### src/rtl/stim_sequencer.sv
// Drives a core under test: holds its reset, then on request pulses each selected
// stimulus channel in ascending order, optionally aligned to frame sync, and counts frames.
module stim_sequencer #(
  parameter int NCH        = 4,
  parameter int RST_CYCLES = 3,
  parameter int PULSE_W    = 16,
  parameter int GAP_W      = 8,
  parameter int SYNC_VBL   = 0,
  parameter int MAX_FRAMES = 5
) (
  input  logic           clk,
  input  logic           reset,
  input  logic           start,
  input  logic [NCH-1:0] ch_mask,
  input  logic           vblank,
  output logic           core_reset_n,
  output logic [NCH-1:0] stim,
  output logic           busy,
  output logic           done,
  output logic [7:0]     frame_count,
  output logic           timeout
);

  localparam int TMAX = (PULSE_W > GAP_W) ?
                        ((PULSE_W > RST_CYCLES) ? PULSE_W : RST_CYCLES) :
                        ((GAP_W > RST_CYCLES) ? GAP_W : RST_CYCLES);
  localparam int TW = $clog2(TMAX + 1);
  localparam int IW = (NCH > 1) ? $clog2(NCH) : 1;
  localparam int FW = $clog2(MAX_FRAMES + 1);

  localparam logic [TW-1:0] RST_LAST   = TW'(RST_CYCLES - 1);
  localparam logic [TW-1:0] PULSE_LAST = TW'(PULSE_W - 1);
  localparam logic [TW-1:0] GAP_LAST   = TW'(GAP_W - 1);
  localparam logic [FW-1:0] FRAME_MAX  = FW'(MAX_FRAMES);

  typedef enum logic [2:0] {
    RST_HOLD,
    IDLE,
    WAIT_SYNC,
    PULSE,
    GAP,
    DONE
  } state_t;

  state_t         state;
  logic [NCH-1:0] mask;
  logic [IW-1:0]  idx;
  logic [TW-1:0]  tmr;
  logic           vblank_p0;
  logic [FW-1:0]  fcnt;
  logic           vbl_rise;

  function automatic logic [IW-1:0] low_bit(input logic [NCH-1:0] m);
    logic [IW-1:0] r;
    r = '0;
    for (int i = NCH - 1; i >= 0; i--)
      if (m[i]) r = IW'(i);
    return r;
  endfunction

  function automatic logic [NCH-1:0] onehot(input logic [IW-1:0] i);
    logic [NCH-1:0] r;
    r    = '0;
    r[i] = 1'b1;
    return r;
  endfunction

  assign vbl_rise    = vblank & ~vblank_p0;
  assign frame_count = 8'(fcnt);

  always_ff @(posedge clk) begin
    if (reset) begin
      state        <= RST_HOLD;
      core_reset_n <= 1'b0;
      stim         <= '0;
      busy         <= 1'b0;
      done         <= 1'b0;
      mask         <= '0;
      idx          <= '0;
      tmr          <= '0;
    end else begin
      done <= 1'b0;
      case (state)
        RST_HOLD: begin
          if (tmr == RST_LAST) begin
            state        <= IDLE;
            core_reset_n <= 1'b1;
            tmr          <= '0;
          end else begin
            tmr <= tmr + 1'b1;
          end
        end
        IDLE: begin
          if (start) begin
            busy <= 1'b1;
            tmr  <= '0;
            if (ch_mask == '0) begin
              state <= DONE;
              done  <= 1'b1;
            end else begin
              mask <= ch_mask;
              idx  <= low_bit(ch_mask);
              if (SYNC_VBL != 0) begin
                state <= WAIT_SYNC;
              end else begin
                state <= PULSE;
                stim  <= onehot(low_bit(ch_mask));
              end
            end
          end
        end
        WAIT_SYNC: begin
          if (vbl_rise) begin
            state <= PULSE;
            stim  <= onehot(idx);
            tmr   <= '0;
          end
        end
        PULSE: begin
          if (tmr == PULSE_LAST) begin
            // Retire this channel so the gap can pick the next higher one.
            state     <= GAP;
            stim      <= '0;
            tmr       <= '0;
            mask[idx] <= 1'b0;
          end else begin
            tmr <= tmr + 1'b1;
          end
        end
        GAP: begin
          if (tmr == GAP_LAST) begin
            tmr <= '0;
            if (mask == '0) begin
              state <= DONE;
              done  <= 1'b1;
            end else begin
              idx <= low_bit(mask);
              if (SYNC_VBL != 0) begin
                state <= WAIT_SYNC;
              end else begin
                state <= PULSE;
                stim  <= onehot(low_bit(mask));
              end
            end
          end else begin
            tmr <= tmr + 1'b1;
          end
        end
        DONE: begin
          state <= IDLE;
          busy  <= 1'b0;
        end
        default: state <= RST_HOLD;
      endcase
    end
  end

  // Frame counter runs only once the core is out of reset and saturates at the limit.
  always_ff @(posedge clk) begin
    if (reset) begin
      vblank_p0 <= 1'b1;
      fcnt      <= '0;
      timeout   <= 1'b0;
    end else begin
      vblank_p0 <= vblank;
      if (core_reset_n && vbl_rise && (fcnt != FRAME_MAX)) begin
        fcnt <= fcnt + 1'b1;
        if (fcnt == FRAME_MAX - 1'b1) timeout <= 1'b1;
      end
    end
  end

endmodule
### config.mk
export PLATFORM = sky130hd
export DESIGN_NAME = stim_sequencer
export DESIGN_NICKNAME = d
export VERILOG_FILES = /design/src/rtl/stim_sequencer.sv
export SDC_FILE = /design/constraint.sdc
export NUM_CORES = 1
export LEC_CHECK = 0
export ABC_CLOCK_PERIOD_IN_PS = 2000
export BUFFER_PORTS_ARGS = -buffer_cell sky130_fd_sc_hd__buf_4
export CORE_MARGIN = 5
export CORE_UTILIZATION = 30
export CTS_BUF_LIST = sky130_fd_sc_hd__clkbuf_4
export CTS_CLUSTER_SIZE = 28
export DETAILED_ROUTE_END_ITERATION = 8
export GPL_TIMING_DRIVEN = 0
export HOLD_SLACK_MARGIN = 0.05
export PLACE_DENSITY_LB_ADDON = 0.08
export RECOVER_POWER = 25
export SYNTH_ARGS = -nofsm -noshare
export SYNTH_HDL_FRONTEND = slang
export SYNTH_SLANG_ARGS = --single-unit
### constraint.sdc
create_clock -name clk -period 2 [get_ports clk]
set_input_delay 0.4 -clock clk [delete_from_list [all_inputs] [get_ports clk]]
set_output_delay 0.4 -clock clk [all_outputs]
set_load 0.02 [all_outputs]
==> results.toml <==
[cts]
clockBufferDepth = 2
cts_root_buffer = "clkbuf_4"
cts-buffers-inserted = 3
clkLatencyLatePin_ns = 0.33
clock-sinks = 26
path_clk_slew_ns = 0.14
hold_buffers = 0
cts.htree.levels = 1
cts_tree = "done"

[yosys]
synth_top_family_by_area = "simple AND/OR/NAND/NOR gates"
syn_avg_cell_area_um2 = 8.17
ys_seq_area_frac = 0.295
postSynthCellCount = 216
synth_warnings = 0
synth_compound_area_frac = 0.250
synth.area.mux_share = 0.0227
synth-async-reset-ratio = 0
synth_xor_area_frac = 0.00993
netlist_area_mm2 = 0.00176
yosys.cell_types.count = 56
synth-edff-count = 0
synth-adder-area-share = 0.0496
synthSimpleGateAreaFrac = 0.277
synth_ff_type = "dfxtp_1"
synth-seq-cells = 26

[placed_design]
portBuffers = 17
hpwl_um = 3470
numPlacedInstances = 312
routabilityCongestion = 0.806

[critical_path]
reg2reg_slack_ns = 0.09
critPathArrivalTime_ns = 2.15
cp_max_fo = 6
cp-startpoint = "tmr[0]$_SDFFE_PP0P_"
required_ns = 2.24
rr_worst_depth = 7
timing.rr.start = "tmr[0]$_SDFFE_PP0P_"
crit_path_end_kind = "register"
startpoint_type = "register"
crit_type = "reg -> reg"

[floorplanning]
ioPinCount = 24
coreArea_mm2 = 0.00582
dieArea_mm2 = 0.00751
die_y_um = 86.7
initial_core_util = 0.303
die_x_um = 86.7
row_count = 28

[timing]
slew_violations = 0
finalHoldViolations = 0
fmax_mhz = 524
period_share = 0.954
clock_skew_ns = 0.00369
setup_viol = 0
worst_pin_slew_ns = 0.647
period_needed_ns = 1.91
max_slew_margin = 0.565

[drt]
drtIter0Drc = 77
routed_via_density = 5.04
vias = 1624
wire_per_inst_um = 14.7
drc = 0
ant_nets = 0
dr.pass1.iters = 4
wirelength_um = 4730

[finish]
n_antenna_cell = 0
final_cell_mix = "buf_4, nor2_1, dfxtp_1"
drive_gt1_frac = 0.259
final_nets = 264
mostFrequentLayoutCell = "buf_4"
fin_cells = 322
fin_util = 0.372
area_growth_syn_to_layout_pct = 22.5

[power]
power_density_mw_per_mm2 = 1040
ir_drop_mv = 0.539
power_uw = 2240
power_leakage_uw = 0.000777

[global_routing]
antenna_found_initial = 0
grt_pass1_vias = 1630
globalRoute.totalOverflow = 0
grt_pass1_wl_um = 7970
grt_max_degree = 14
track_usage = 0.133

[min_path]
whs_path_depth = 2
hold_path_class = "in -> reg"
hold_start = "vblank"

[status]
status = "finished, final reports clean"

[run]
max_cap_violations = 0
==> synth_stat cells, drive strengths merged (3+ instances only) <==
| library cell | instances | area, µm² |
|---|---|---|
| nor2b | 9 | 56.3 |
| inv | 10 | 37.5 |
| nand3 | 4 | 20.0 |
| o21ai | 13 | 68.8 |
| nand4 | 4 | 25.0 |
| buf | 14 | 111 |
| a21oi | 16 | 80.1 |
| nand2 | 14 | 55.1 |
| nor3 | 6 | 30.0 |
| nor2 | 24 | 90.1 |
| nor3b | 3 | 22.5 |
| nand3b | 5 | 37.5 |
| or2 | 4 | 25.0 |
| a31oi | 6 | 37.5 |
| ha | 7 | 87.6 |
| nor4 | 3 | 40.0 |
| a211oi | 5 | 42.5 |
| nand2b | 6 | 37.5 |
| dfxtp | 26 | 521 |
| mux2i | 4 | 40.0 |
| a311oi | 3 | 26.3 |
==> power breakdown <==
group	total, µW	switching, µW	leakage [µW]	internal [µW]
Clock	231	160	0.0000138	70.8
Combinational	1280	724	0.000550	555
Sequential	732	101	0.000214	631
==> worst max-delay path, cell delays in order (launching register included) <==
cell and delay, ns:
dfxtp_4 0.39, inv_2 0.06, ha_2 0.16, or3b_1 0.36
a211oi_2 0.29, o21ai_2 0.17, or2_0 0.22, a211oi_1 0.19
==> path summary, 6_finish.rpt <==
check                               end
hold reg to reg    stim[2]$_SDFFE_PP0P_
setup reg to reg  state[0]$_SDFFE_PP0P_
setup / recovery  state[0]$_SDFFE_PP0P_
hold / removal     vblank_p0$_SDFF_PP1_
==> state kept, by name, summed over array words and instances (netlist names), 2 cells and up <==
name and count:
state 3, stim 4, idx 2, mask 4, tmr 5, fcnt 3
==> area by class of cell <==
class	instances	area [µm²]
Tap cell	75	93.8
Timing Repair Buffer	24	154
Fill cell	639	3650
Inverter	10	37.5
Sequential cell	26	533
Buffer	17	130
Multi-Input combinational cell	167	1190
Clock buffer	3	22.5
==> cells by family after synthesis <==
group,after synthesis
AND/OR/NAND/NOR,88
XOR/XNOR,2
flip-flops,26
adder cells (fa/ha/maj),7
other,1
multiplexers,4
AO/OA/AOI/OAI,61
buffers and inverters,27
==> layer usage <==
metal	part of all wire	vias up	wire (µm)	GRT usage
met4	0.012	0	59	0.0269
met1	0.46	756	2150	0.169
met5	0	-	0	0
met2	0.49	30	2300	0.232
met3	0.046	6	218	0.0276
li1	-	832	-	-
==> metrics by stage <==
stage	instance area [µm²]	setup TNS, ns	worst slack, ns	hold WS, ns
global placement	2000	-0.741	-0.241	0.444
floorplan	1780	0	0.162	0.489
detailed placement	2000	-0.634	-0.230	0.457
finish	2160	0	0.0913	0.267
global route	2160	-0.00778	-0.00423	0.246
CTS	2100	0	0.0188	0.251
==> timing repair <==
item                                    4_1_cts  5_1_grt
hold endpoints to repair                      0        0
pin swaps                                     3       12
setup buffers                                 2        5
endpoints found under the setup margin        7       10
gates resized for setup                      12       16
(Power assumes the default switching activity.)
